[src/rtl/uart_rx_fifo_ctrl.sv]
// RX-side glue between the UART receiver and its sync_fifo: push/pop control,
// 16550 line-status bits (DR, OE) and the RDA / character-timeout interrupts.
module uart_rx_fifo_ctrl #(
    parameter int DATA_WIDTH = 8,
    parameter int DATA_DEPTH = 16,
    parameter int CNT_W      = 8,
    parameter int TOUT_CHARS = 4
) (
    input  logic                  i_sys_clk,
    input  logic                  i_sys_rst,
    input  logic                  i_rx_valid,
    input  logic [DATA_WIDTH-1:0] i_rx_data,
    input  logic                  i_rbr_rd,
    input  logic                  i_lsr_rd,
    input  logic                  i_fifo_en,
    input  logic                  i_fifo_clr,
    input  logic [1:0]            i_trig_lvl,
    input  logic                  i_char_tick,
    output logic                  o_fifo_wren,
    output logic [DATA_WIDTH-1:0] o_fifo_wdata,
    output logic                  o_fifo_rden,
    input  logic [DATA_WIDTH-1:0] i_fifo_rdata,
    input  logic                  i_fifo_empty,
    input  logic                  i_fifo_full,
    input  logic [CNT_W-1:0]      i_fifo_number,
    output logic                  o_fifo_rst,
    output logic [DATA_WIDTH-1:0] o_rbr_data,
    output logic                  o_rbr_valid,
    output logic                  o_data_ready,
    output logic                  o_overrun,
    output logic                  o_int_rda,
    output logic                  o_int_timeout
);

    localparam int TCNT_W = $clog2(TOUT_CHARS + 1);

    typedef enum logic [1:0] {
        ST_IDLE,
        ST_COUNT,
        ST_TIMEOUT
    } tout_state_t;

    tout_state_t       state_q, state_d;
    logic [TCNT_W-1:0] cnt_q, cnt_d;
    logic              fifo_en_d;
    logic              fifo_rst_q;
    logic              rden_d;
    logic              clr_evt;
    logic              hold_16450;
    logic              overrun_evt;
    logic              activity;
    logic [CNT_W-1:0]  trig_level;

    // Disabling the FIFO flushes it exactly like an explicit FCR clear.
    assign clr_evt     = i_fifo_clr | (fifo_en_d & ~i_fifo_en);
    assign hold_16450  = ~i_fifo_en & ~i_fifo_empty;
    assign overrun_evt = i_rx_valid & ~clr_evt & (i_fifo_full | hold_16450);

    assign o_fifo_wren   = i_rx_valid & ~i_fifo_full & ~hold_16450 & ~clr_evt & ~i_sys_rst;
    assign o_fifo_wdata  = i_rx_data;
    assign o_fifo_rden   = i_rbr_rd & ~i_fifo_empty & ~i_sys_rst;
    assign o_fifo_rst    = i_sys_rst | fifo_rst_q;
    assign o_int_timeout = (state_q == ST_TIMEOUT);
    assign activity      = o_fifo_wren | o_fifo_rden;

    // NOTE: every always_comb output gets a default first so no path can infer a latch.
    always_comb begin
        trig_level = CNT_W'(1);
        if (i_fifo_en) begin
            case (i_trig_lvl)
                2'b00:   trig_level = CNT_W'(1);
                2'b01:   trig_level = CNT_W'(DATA_DEPTH / 4);
                2'b10:   trig_level = CNT_W'(DATA_DEPTH / 2);
                default: trig_level = CNT_W'(DATA_DEPTH - 2);
            endcase
        end
    end

    always_comb begin
        state_d = state_q;
        cnt_d   = cnt_q;
        if (clr_evt) begin
            state_d = ST_IDLE;
            cnt_d   = '0;
        end else begin
            case (state_q)
                ST_IDLE: begin
                    cnt_d = '0;
                    if (~i_fifo_empty & i_fifo_en) state_d = ST_COUNT;
                end
                ST_COUNT: begin
                    if (i_fifo_empty | ~i_fifo_en) begin
                        state_d = ST_IDLE;
                        cnt_d   = '0;
                    end else if (activity) begin
                        cnt_d = '0;
                    end else if (i_char_tick) begin
                        cnt_d = cnt_q + 1'b1;
                        if (cnt_q == TCNT_W'(TOUT_CHARS - 1)) state_d = ST_TIMEOUT;
                    end
                end
                ST_TIMEOUT: begin
                    if (i_fifo_empty | ~i_fifo_en) begin
                        state_d = ST_IDLE;
                        cnt_d   = '0;
                    end else if (activity) begin
                        state_d = ST_COUNT;
                        cnt_d   = '0;
                    end
                end
                default: begin
                    state_d = ST_IDLE;
                    cnt_d   = '0;
                end
            endcase
        end
    end

    // NOTE: state registers use non-blocking assignments so every flop samples pre-edge values.
    always_ff @(posedge i_sys_clk) begin
        if (i_sys_rst) begin
            fifo_en_d    <= 1'b0;
            fifo_rst_q   <= 1'b0;
            rden_d       <= 1'b0;
            o_rbr_data   <= '0;
            o_rbr_valid  <= 1'b0;
            o_overrun    <= 1'b0;
            o_int_rda    <= 1'b0;
            o_data_ready <= 1'b0;
            state_q      <= ST_IDLE;
            cnt_q        <= '0;
        end else begin
            fifo_en_d    <= i_fifo_en;
            fifo_rst_q   <= clr_evt;
            rden_d       <= o_fifo_rden & ~clr_evt;
            o_rbr_valid  <= rden_d & ~clr_evt;
            if (rden_d & ~clr_evt) o_rbr_data <= i_fifo_rdata;
            // A fresh overrun in the same cycle as the LSR read keeps the flag set.
            if (overrun_evt)   o_overrun <= 1'b1;
            else if (i_lsr_rd) o_overrun <= 1'b0;
            o_int_rda    <= (i_fifo_number >= trig_level);
            o_data_ready <= ~i_fifo_empty;
            state_q      <= state_d;
            cnt_q        <= cnt_d;
        end
    end

endmodule
[config.mk]
export PLATFORM = sky130hd
export DESIGN_NAME = uart_rx_fifo_ctrl
export DESIGN_NICKNAME = d
export VERILOG_FILES = /design/src/rtl/uart_rx_fifo_ctrl.sv
export SDC_FILE = /design/constraint.sdc
export NUM_CORES = 1
export LEC_CHECK = 0
export ABC_AREA = 0
export BUFFER_PORTS_ARGS = -buffer_cell sky130_fd_sc_hd__buf_2
export CAP_MARGIN = 10
export CORE_MARGIN = 2
export CORE_UTILIZATION = 42
export DETAILED_ROUTE_END_ITERATION = 7
export PLACE_DENSITY_LB_ADDON = 0.3
export RECOVER_POWER = 25
export SYNTH_ARGS = -nofsm -noshare
export SYNTH_HDL_FRONTEND = slang
export SYNTH_SLANG_ARGS = --single-unit
[constraint.sdc]
create_clock -name i_sys_clk -period 1.4 [get_ports i_sys_clk]
set_input_delay 0.21 -clock i_sys_clk [delete_from_list [all_inputs] [get_ports i_sys_clk]]
set_output_delay 0.21 -clock i_sys_clk [all_outputs]
set_load 0.005 [all_outputs]
# After elaboration in Yosys (flattened, before gate mapping)
# Cells that the tools add are included.
# totals
reg_bits,20
word_cells,71
output_inout_bits,24
input_bits,36
# op_classes
n_eq_ne,11
bitwise,24
n_lt_le_gt_ge,1
addsub,1
mux,18
reduce_logical,6
# op_table
cell,n
$mux W3,5
$mux W2,7
$and A1 B1 Y1,13
$pmux W4 S3,1
$ne A3 B3 Y1 const B,3
$ge A8 B8 Y1,1
$not A1 Y1,6
$pmux W2 S3,1
$pmux W3 S2,1
$or A1 B1 Y1,5
$reduce_and A5 Y1,1
$eq A2 B1 Y1 const B,2
$eq A2 B2 Y1 const B,2
$logic_not A2 Y1,2
$mux W4,1
$ne A4 B4 Y1 const B,1
$add A3 B1 Y3 const B,1
$eq A3 B2 Y1 const B,1
$ne A3 B1 Y1 const B,1
$mux W1,2
$ne A2 B2 Y1 const B,1
$reduce_and A2 Y1,1
$reduce_bool A2 Y1,1
$reduce_or A2 Y1,1

# Depth between registers and ports, before layout
# Gate-level depths: netlist of run 1.
# logic_depth
ltp_word,10
mapped_depth,7
ltp_nobuf,6

# Worst setup path after synthesis of run 1
# Ideal clock, no wire load.
# synth_timing
path_type,input to register
startpoint,input i_sys_rst
endpoint,register state_q[0]
setup_ns,0.086
n_path_buf,1
stages,5
arrival_ns,1.103
slack_ns,0.211
t_required_ns,1.314
cell_sequence,clkbuf_1 > nor3b_2 > a21oi_2 > a31o_1 > a221oi_2
# synth_via
elab_chain_cells,5
word_cells_on_any_way,8
classes_between,2 x eq/ne; 4 x bitwise; 2 x reduce/logical
# synth_rtl
item,line_no,source
start: declaration,10,"input logic i_sys_rst,"
$not A1 Y1 (*),61,assign o_fifo_rden = i_rbr_rd & ~i_fifo_empty & ~i_sys_rst;
$and A1 B1 Y1 (*),61,
named net o_fifo_rden,21,"output logic o_fifo_rden,"
$or A1 B1 Y1 (*),64,assign activity = o_fifo_wren | o_fifo_rden;
$ne A3 B3 Y1 (no line) or $ne A3 B1 Y1 (tied branches),-,
$reduce_and A5 Y1 (no line) (*),-,
end signal: assignment,143,state_q <= state_d;
end: declaration,43,"tout_state_t state_q, state_d;"
# Mark *: on every way through the listed nets, which the timed path passes. The rest lies on a longest branch.
# A chain may end at the register's enable or synchronous reset.

# Worst setup path after layout of run 1
# layout_timing
startpoint,register state_q[1]
endpoint,output o_int_timeout
# layout_via
elab_chain_cells,1
# layout_rtl
item,line_no,source
$eq A2 B2 Y1,63,assign o_int_timeout = (state_q == ST_TIMEOUT);
end: declaration,32,output logic o_int_timeout
# No other way between the ends.

==> results of run 1 <==
final cells by class:
| class | instances | area, um^2 | share of cell area, % |
|---|---|---|---|
| sequential | 20 | 401.6 | 32.49 |
| inverter | 5 | 21.27 | 1.721 |
| multi-input combinational | 66 | 494.2 | 39.98 |
| tap | 28 | 35.03 | 2.834 |
| clock buffer | 4 | 36.28 | 2.935 |
| timing repair buffer | 46 | 247.7 | 20.04 |
worst max-delay path, delay by kind of cell (launching register included):
kind | cells | cell delay [ns]
flip-flops | 1 | 0.40
AND/OR/NAND/NOR | 1 | 0.26
buffers and inverters | 1 | 0.15
routing by layer:
layer / GRT usage (%) / wire length [um]
met1: 17.25 / 847
met2: 23.54 / 830
met3: 4.000 / 147
met4: 7.692 / 35
met5: 0 / 0
where the power goes:
part | leakage, uW | switching [uW] | total (uW) | internal, uW
Combinational | 0.000379 | 64.5 | 134 | 69.3
Sequential | 0.000163 | 5.62 | 587 | 581
Clock | 0.0000210 | 169 | 328 | 158
Total | 0.000563 | 239 | 1050 | 809
stage by stage:
stage | setup WS (ns) | instances
after global routing | 0.005910 | 169
final | 0.08071 | 169
after detailed placement | 0.04283 | 165
after floorplan | 0.2111 | 102
after CTS | 0.02754 | 169
after global placement | 0.1266 | 165
registers in the layout, indices dropped and copies added (netlist names):
register / flops
fifo_rst_q: 1
o_overrun: 1
o_rbr_valid: 1
fifo_en_d: 1
o_rbr_data: 8
rden_d: 1
state_q: 2
o_int_rda: 1
cnt_q: 3
o_data_ready: 1
what timing repair did:
item	CTS	global route
pin swaps	0	0
resized for setup	1	2
endpoints found under the setup margin	1	1
cell families after synthesis:
logic type	count (synthesis)	share of synthesized area, %
AOI/OAI and AO/OA	16	13.29
buffers and inverters	16	10.13
xor gates and xnor gates	1	0.8862
DFF	20	40.51
and+or+nand+nor	34	18.36
muxes	9	9.241
adders and majority gates	6	7.595
layout by cell type, fill, tap and decap left out, drive strengths merged, types with 2 or more instances in the layout:
cell,synthesis,layout
dfxtp,20,20
nor3b,2,2
nor2,16,16
nand2,2,2
clkbuf,2,6
a211oi,2,2
nand3b,2,2
nor3,2,2
a21oi,4,4
buf,9,44
mux2i,8,8
a22oi,3,3
nor2b,2,2
ha,6,6
o21ai,2,2
inv,5,5
worst paths after layout:
path	slack, ns	start	cells after the start	end
setup / recovery	0.08	state_q[1]	2	o_int_timeout
hold / removal	0.14	i_fifo_empty	2	o_data_ready
setup reg to reg	0.18	cnt_q[0]	4	state_q[0]
hold reg to reg	0.47	o_overrun	2	o_overrun
==> run summary, run 1 <==
share of cells above drive strength 1: 41.84%
wirelength, routed: 1860 um
Synth async-reset ratio: 0%
cell leakage power: 0.0005632 uW
Max Freq: 758.0 MHz
via count: 819
CP required: 1.19 ns
PD cells: 848.3 nW/um^2
drc violations: 0
post-synth cell types: 36
Num CTS Buffers: 3
post-synthesis net count: 144
Critical-path top delay cell: dfxtp_1
clock-pin slew on the worst setup and hold paths: 0.11 ns
clk buf depth: 2
Tcrit/Tclk final: 94.24%
post-route cell area: 1236 um^2
Post-Synthesis Cells: 102
final core utilization: 55.88%
crit path launch type: flip-flop
vias per inst: 4.846
# hold bufs at CTS: 0
Clock Skew: 0.002040 ns
critical path type: flip-flop to output port
RSZ-0062 raised after global routing: false
Total GRT Usage: 14.52%
Post-CTS Setup Inserts: 0
crit end category: output port
1st-pass router iterations: 3
Setup TNS Final: 0 ns
H-tree Lvls: 1
worst hold slack: 0.1392 ns
Synth area leaders: dfxtp_1, mux2i_1, ha_1, buf_4, nor2_1
HP Class: primary input to flip-flop
most common cell in the netlist: dfxtp_1
Initial DRC Count: 3
cell area after synthesis: 988.4 um^2
FF+latch count, synth: 20
Tot Pwr: 1049 uW
Yosys top cell area share: 40.51%
Post-synth top cells: dfxtp_1, nor2_1, buf_4, mux2i_1, ha_1
EDFF count, synth: 0
I/O Buffers: 43
arrival time worst endpoint: 1.11 ns
Slew @ Worst Pin: 0.3676 ns
first-pass GRT wire length: 2973 um
initial antenna violation count: 0
VDD IR max: 0.5446 mV
cell area after placement: 1195 um^2
# fillers: 227
RePlAce Congestion: 0.7007
num rows: 17
CP cell instances: nor2b_2 -> buf_2
Syn Area/Cell: 9.691 um^2
Layout area overhead: 25.06%
Post-synth top flop: dfxtp_1
Yosys Warn Count: 0
Final Hold Vio Count: 0
post-route minimum period: 1.319 ns
CTS Root Cell: clkbuf_4
slew margin rel.: 75.49%
vias in the first global route: 755
Die Area: 2757 um^2
core area: 2212 um^2
final setup violation count: 0
CTS tree: built
Critical Path Max Stage Delay: 0.40 ns
hpwl dp: 1555 um
status: finished, final reports clean
sequential share of the synthesized area: 40.51%
largest net degree at the start of global routing: 12
Pins Over Slew Limit: 0
Initial Utilization: 44.68%
Clock Latency Late Sink: 0.29 ns
I/O Pins: 60
wire per inst: 11.01 um
Yosys top cell by area: dfxtp_1
final net count: 184
Ant. Diodes: 0
global route total overflow: 0
Die Width: 52.51 um
worst-path fanout max: 5
die height: 52.51 um
Final ANT Viol Nets: 0
Max Cap Viol: 0
# clock sinks: 20
No activity file was read; power rests on OpenSTA's default activity.
==> run 2, diff against run 1 <==
CORE_UTILIZATION = 30   (was 42)
==> run 2 against run 1 <==
Net effect: global-route usage decreased by 2.1 points; maximum frequency is essentially flat; count of clock-buffer cells in the layout is 1 lower; wire length increased by 14%; sequential cell count unchanged; via count rose by 3.1%; combinational power grew 6%; clock power increased by 43%; register-to-register slack got worse by 0.03 ns; worst setup slack is essentially flat; hold slack worse by 0.0016 ns; core utilization is 14 points lower; critical path type unchanged; critical endpoint is now o_fifo_wren; largest cell class unchanged.
==> run summary, run 2 (same netlist as run 1, synthesis figures left out) <==
vias per inst: 4.489 (-7.4%)
Max Freq: 758.1 MHz (about the same)
HP Class: primary input to flip-flop
critical path type: flip-flop to output port
1st-pass router iterations: 3 (unchanged)
die height: 61.40 um (+17%)
CP required: 1.19 ns (about the same)
Layout area overhead: 31.01%
CTS Root Cell: clkbuf_4
initial antenna violation count: 0 (unchanged)
RSZ-0062 raised after global routing: false
crit path launch type: flip-flop
hpwl dp: 1733 um (+11%)
commonest cells after routing, fill and taps aside: buf_2, dfxtp_1, nor2_1, mux2i_1, ha_1
VDD IR max: 0.3188 mV (-41%)
cell internal pwr: 943.1 uW (+17%)
Initial DRC Count: 15 (+12)
Max Cap Viol: 0 (unchanged)
core area: 3103 um^2 (+40%)
PD cells: 923.2 nW/um^2 (+8.8%)
Num CTS Buffers: 3 (unchanged)
commonest non-fill, non-tap cell in the layout: buf_2
clk buf depth: 2 (unchanged)
Die Width: 61.40 um (+17%)
wire per inst: 11.27 um (+2.4%)
Final ANT Viol Nets: 0 (unchanged)
max reg flops: 8 (unchanged)
worst-path fanout max: 2 (-3)
Initial Utilization: 31.85% (-13 points)
switch share: 21.12% (-1.7 points)
Total GRT Usage: 12.41% (-2.1 points)
# hold bufs at CTS: 0 (unchanged)
cell area after placement: 1230 um^2 (+2.9%)
Pins Over Slew Limit: 0 (unchanged)
status: finished, final reports clean
share of cells above drive strength 1: 43.06% (+1.2 points)
Ant. Diodes: 0 (unchanged)
register bank with the most flops: o_rbr_data
crit end category: output port
Setup TNS Final: 0 ns (unchanged)
final net count: 187 (+1.6%)
Tcrit/Tclk final: 94.22% (about the same)
Comb power frac: 11.9% (-0.9 points)
Clock Power Share: 39.1% (+7.9 points)
global route total overflow: 0 (unchanged)
cell leakage power: 0.0005848 uW (+3.8%)
final setup violation count: 0 (unchanged)
worst reg-to-reg setup slack: 0.15 ns (-0.03 ns)
Sw Pwr: 252.5 uW (+5.5%)
largest net degree at the start of global routing: 13 (+1)
Tot Pwr: 1196 uW (+14%)
arrival time worst endpoint: 1.11 ns (about the same)
first-pass GRT wire length: 3456 um (+16%)
Clock Skew: 0.008311 ns (+0.006271 ns)
I/O Buffers: 43 (unchanged)
Sequential Power Share: 49.0% (-7.0 points)
CTS tree: built
via count: 844 (+3.1%)
biggest regs: o_rbr_data: 8 flops, cnt_q: 3 flops, state_q: 2 flops
I/O Pins: 60 (unchanged)
num rows: 20 (+3)
Final Hold Vio Count: 0 (unchanged)
Slew @ Worst Pin: 0.3095 ns (-0.05819 ns)
post-route minimum period: 1.319 ns (-0.0002468 ns)
Clock Latency Late Sink: 0.30 ns (about the same)
wirelength, routed: 2119 um (+14%)
RePlAce Congestion: 0.7903 (+13%)
post-route cell area: 1295 um^2 (+4.8%)
H-tree Lvls: 1 (unchanged)
Critical-path top delay cell: dfxtp_4
Critical Path Max Stage Delay: 0.36 ns (-0.04 ns)
Die Area: 3770 um^2 (+37%)
vias in the first global route: 838 (+11%)
drc violations: 0 (unchanged)
# clock sinks: 20 (unchanged)
slew margin rel.: 79.37% (+3.9 points)
clock-pin slew on the worst setup and hold paths: 0.12 ns (about the same)
CP cell instances: a21oi_2 -> and4b_1 -> buf_2
[run 2: critical path, delay by kind of cell (launching register included)]
kind | cells | cell delay [ns]
buf+inv | 1 | 0.11
compound gates | 1 | 0.13
simple gates | 1 | 0.21
flops | 1 | 0.36
[run 2: layout make-up]
type                            instances  area [um^2]
Fill cell                             328         1808
Timing Repair Buffer                   49        267.8
Multi-Input combinational cell         66        494.2
Sequential cell                        20        404.1
Clock inverter                          1        30.03
Inverter                                5        21.27
Tap cell                               44        55.05
Clock buffer                            3        22.52
[run 2: power by group through the flow]
stage	logic (uW)	registers, uW	clock network [uW]
finish	142	585	468
CTS	142	587	486
global route	162	587	507
floorplan	83.9	600	0
global placement	136	599	0
detailed placement	141	600	0
[run 2: path summary, 6_finish.rpt]
path                         from            end  cells after the start
setup reg to reg        fifo_en_d  o_rbr_data[4]                      5
setup / recovery        fifo_en_d    o_fifo_wren                      3
hold reg to reg         o_overrun      o_overrun                      2
hold / removal    i_fifo_rdata[1]  o_rbr_data[1]                      3
[run 2: repair_timing]
item,in CTS,in global routing
setup buffers,0,1
pin swaps,0,2
endpoints found under the setup margin,1,1
resized for setup,1,3
[run 2: metrics by stage]
stage	hold WS [ns]	instances	setup slack (ns)	utilization [%]
after global routing	0.1336	188	0.009597	41.73
after detailed placement	0.4200	183	0.07658	39.64
after global placement	0.4200	183	0.1313	39.64
after floorplan	0.2995	102	0.2111	-
after CTS	0.1252	187	0.004454	41.41
final	0.1376	188	0.08095	41.73
[run 2: layer usage]
layer  GRT usage, %  vias to the layer above  share of wire, %
met1          13.59                      389                41
met3          3.151                        6               4.4
met5              0                        -                 0
met4          5.167                        0               1.8
li1               -                      433                 -
met2          22.64                       16                53
==> run 3, diff against run 2 <==
ABC_AREA = 1   (was 0)
==> run 3 against run 2 <==
Net effect: largest cell class unchanged; synthesized cell count grew 40%; hold slack got worse by 0.024 ns; critical endpoint unchanged; highest routed layer unchanged; clock skew grew 0.0023 ns.
==> run summary, run 3 <==
status: finished, final reports clean
worst hold endpoint: o_data_ready
clk buf depth: 2 (unchanged)
Place WS: -0.07906 ns (-0.1556 ns)
Die Area: 4073 um^2 (+8.0%)
Clock Latency Late Sink: 0.31 ns (about the same)
final setup violation count: 0 (unchanged)
Syn Area/Cell: 7.507 um^2 (-23%)
drc violations: 0 (unchanged)
hold_sp: i_fifo_empty
cell internal pwr: 947.7 uW (+0.49%)
Ant. Diodes: 0 (unchanged)
commonest non-fill, non-tap cell in the layout: buf_2
Tcrit/Tclk final: 93.74% (-0.48 points)
CP Buf/Inv Count: 2 (+1)
Synth area leaders: dfxtp_1, ha_1, nand2_1, inv_1, a21oi_1
# fillers: 366 (+12%)
final net count: 229 (+22%)
Crit path max-delay family: flip-flops
Yosys top cell by area: dfxtp_1
Max Cap Viol: 0 (unchanged)
worst-path fanout max: 3 (+1)
R2R depth: 5 (unchanged)
Comb power frac: 13.1% (+1.2 points)
arrival time worst endpoint: 1.10 ns (about the same)
CTS tree: built
HP Class: primary input to flip-flop
Post-Synthesis Cells: 143 (+40%)
vias in the first global route: 1017 (+21%)
via count: 1013 (+20%)
sequential share of the synthesized area: 37.30% (-3.2 points)
max reg flops: 8 (unchanged)
cell leakage power: 0.0006965 uW (+19%)
vias per inst: 4.366 (-2.7%)
CTS Root Cell: clkbuf_4
post-synth cell types: 26 (-28%)
largest net degree at the start of global routing: 13 (unchanged)
post-route minimum period: 1.312 ns (-0.006726 ns)
I/O Buffers: 43 (unchanged)
Sw Pwr: 282.4 uW (+12%)
worst reg-to-reg setup slack: 0.14 ns (about the same)
switch share: 22.95% (+1.8 points)
FF+latch count, synth: 20 (unchanged)
worst hold slack: 0.1133 ns (-0.02427 ns)
Multi-input gate area: 518.0 um^2 (+4.8%)
Synth async-reset ratio: 0% (unchanged)
slew margin rel.: 68.99% (-10 points)
Initial DRC Count: 33 (+18)
Post-synth top flop: dfxtp_1
wirelength, routed: 2278 um (+7.5%)
initial antenna violation count: 0 (unchanged)
RSZ-0062 raised after global routing: false
Clock Power Share: 39.0% (about the same)
CP cell instances: a21oi_4 -> nand3_2 -> inv_1 -> buf_2
Yosys top cell area share: 37.30% (-3.2 points)
Die Width: 63.82 um (+3.9%)
Num CTS Buffers: 3 (unchanged)
Slew @ Worst Pin: 0.4651 ns (+0.1557 ns)
H-tree Lvls: 1 (unchanged)
register area: 402.9 um^2 (-0.31%)
EDFF count, synth: 0 (unchanged)
Clock Skew: 0.01061 ns (+0.002301 ns)
core area: 3390 um^2 (+9.2%)
Max Freq: 762.0 MHz (+0.51%)
Sequential Power Share: 47.9% (-1.1 points)
biggest regs: o_rbr_data: 8 flops, cnt_q: 3 flops, state_q: 2 flops
RR Endpoint: cnt_q[2]
critical path type: flip-flop to output port
reg2reg start: cnt_q[0]
CP required: 1.19 ns (about the same)
Post-synth top cells: dfxtp_1, nand2_1, inv_1, nor2_1
post-synthesis net count: 185 (+28%)
die height: 63.82 um (+3.9%)
Yosys Warn Count: 0 (unchanged)
share of cells above drive strength 1: 37.63% (-5.4 points)
wire per inst: 9.819 um (-13%)
I/O Pins: 60 (unchanged)
Worst Hold Path Cells: 2 (-1)
Critical-path top delay cell: dfxtp_2
Layout area overhead: 28.55%
Total GRT Usage: 11.95% (-0.46 points)
crit path launch type: flip-flop
Initial Utilization: 31.67% (-0.18 points)
1st-pass router iterations: 4 (+1)
Final ANT Viol Nets: 0 (unchanged)
num rows: 21 (+5.0%)
RePlAce Congestion: 0.8176 (+3.5%)
register bank with the most flops: o_rbr_data
# hold bufs at CTS: 0 (unchanged)
Setup WS post-layout: 0.08768 ns (+0.006726 ns)
cell area after synthesis: 1074 um^2 (+8.6%)
Final Hold Vio Count: 0 (unchanged)
Critical Path Max Stage Delay: 0.34 ns (-0.02 ns)
clock-pin slew on the worst setup and hold paths: 0.13 ns (about the same)
Pins Over Slew Limit: 0 (unchanged)
hpwl dp: 1775 um (+2.4%)
global route total overflow: 0 (unchanged)
PD cells: 891.3 nW/um^2 (-3.5%)
first-pass GRT wire length: 3946 um (+14%)
# clock sinks: 20 (unchanged)
commonest cells after routing, fill and taps aside: buf_2, nand2_1, inv_1, dfxtp_1, nor2_1
VDD IR max: 0.3755 mV (+18%)
crit end category: output port
==> run 3: stage by stage <==
stage | total power (uW) | area [um^2] | std cells | setup TNS (ns) | utilization [%]
after global routing | 1298 | 1380 | 232 | 0 | 40.72
after global placement | 763.2 | 1319 | 227 | -0.08991 | 38.91
after floorplan | 698.9 | 1074 | 143 | 0 | -
final | 1230 | 1380 | 232 | 0 | 40.72
after CTS | 1243 | 1371 | 231 | 0 | 40.46
after detailed placement | 764.1 | 1319 | 227 | -0.07906 | 38.91
==> run 3: worst max-delay path by stage <==
stage	startpoint	endpoint	cells past startpoint
finish	fifo_en_d	o_fifo_wren	4
global route	fifo_en_d	o_fifo_wren	4
CTS	fifo_en_d	o_fifo_wren	4
detailed placement	i_trig_lvl[0]	o_int_rda	9
global placement	i_trig_lvl[0]	o_int_rda	9
floorplan	i_trig_lvl[0]	o_int_rda	8
==> run 3: cell type report <==
type,count,area share [%]
multi-input cells,90,37.53
flip-flops and latches,20,29.19
repair buffers,50,19.31
inverters,22,5.984
well taps,46,4.170
clock inverters,1,2.176
clock buffers,3,1.632
==> run 3: cell families (layout without fill, tap and decap cells) <==
family	Yosys count	in the layout	synth area share (%)
AND/OR/NAND/NOR	62	62	29.37
buffers and inverters	33	76	14.45
AO/OA/AOI/OAI	22	22	11.89
flip-flops	20	20	37.30
adder cells (fa/ha/maj)	6	6	6.993
==> run 3: worst register-to-register path: cells and delay by family, from the launching register on <==
kind | cells | cell delay, ns
fa+ha+maj | 2 | 0.49
flops | 1 | 0.34
compound gates | 1 | 0.13
simple gates | 2 | 0.24
==> run 3: metal layers <==
layer  global-route usage (%)  up-vias  routed length, um
met3                    4.225        4                156
li1                         -      534                  -
met5                        0        -                  0
met4                    4.348        0                 29
met2                    21.22       33               1062
met1                    12.95      442               1029
==> run 3: power by group through the flow <==
| stage | clock, uW | sequential (uW) | combinational [uW] |
|---|---|---|---|
| finish | 480 | 589 | 161 |
| global placement | 0 | 602 | 161 |
| floorplan | 0 | 601 | 98.0 |
| CTS | 491 | 589 | 163 |
| detailed placement | 0 | 602 | 162 |
| global route | 522 | 592 | 184 |
==> run 3: what timing repair did <==
| action | in CTS | in global routing |
|---|---|---|
| setup buffers | 0 | 1 |
| setup endpoints to repair | 0 | 4 |
| resized for setup | 0 | 2 |
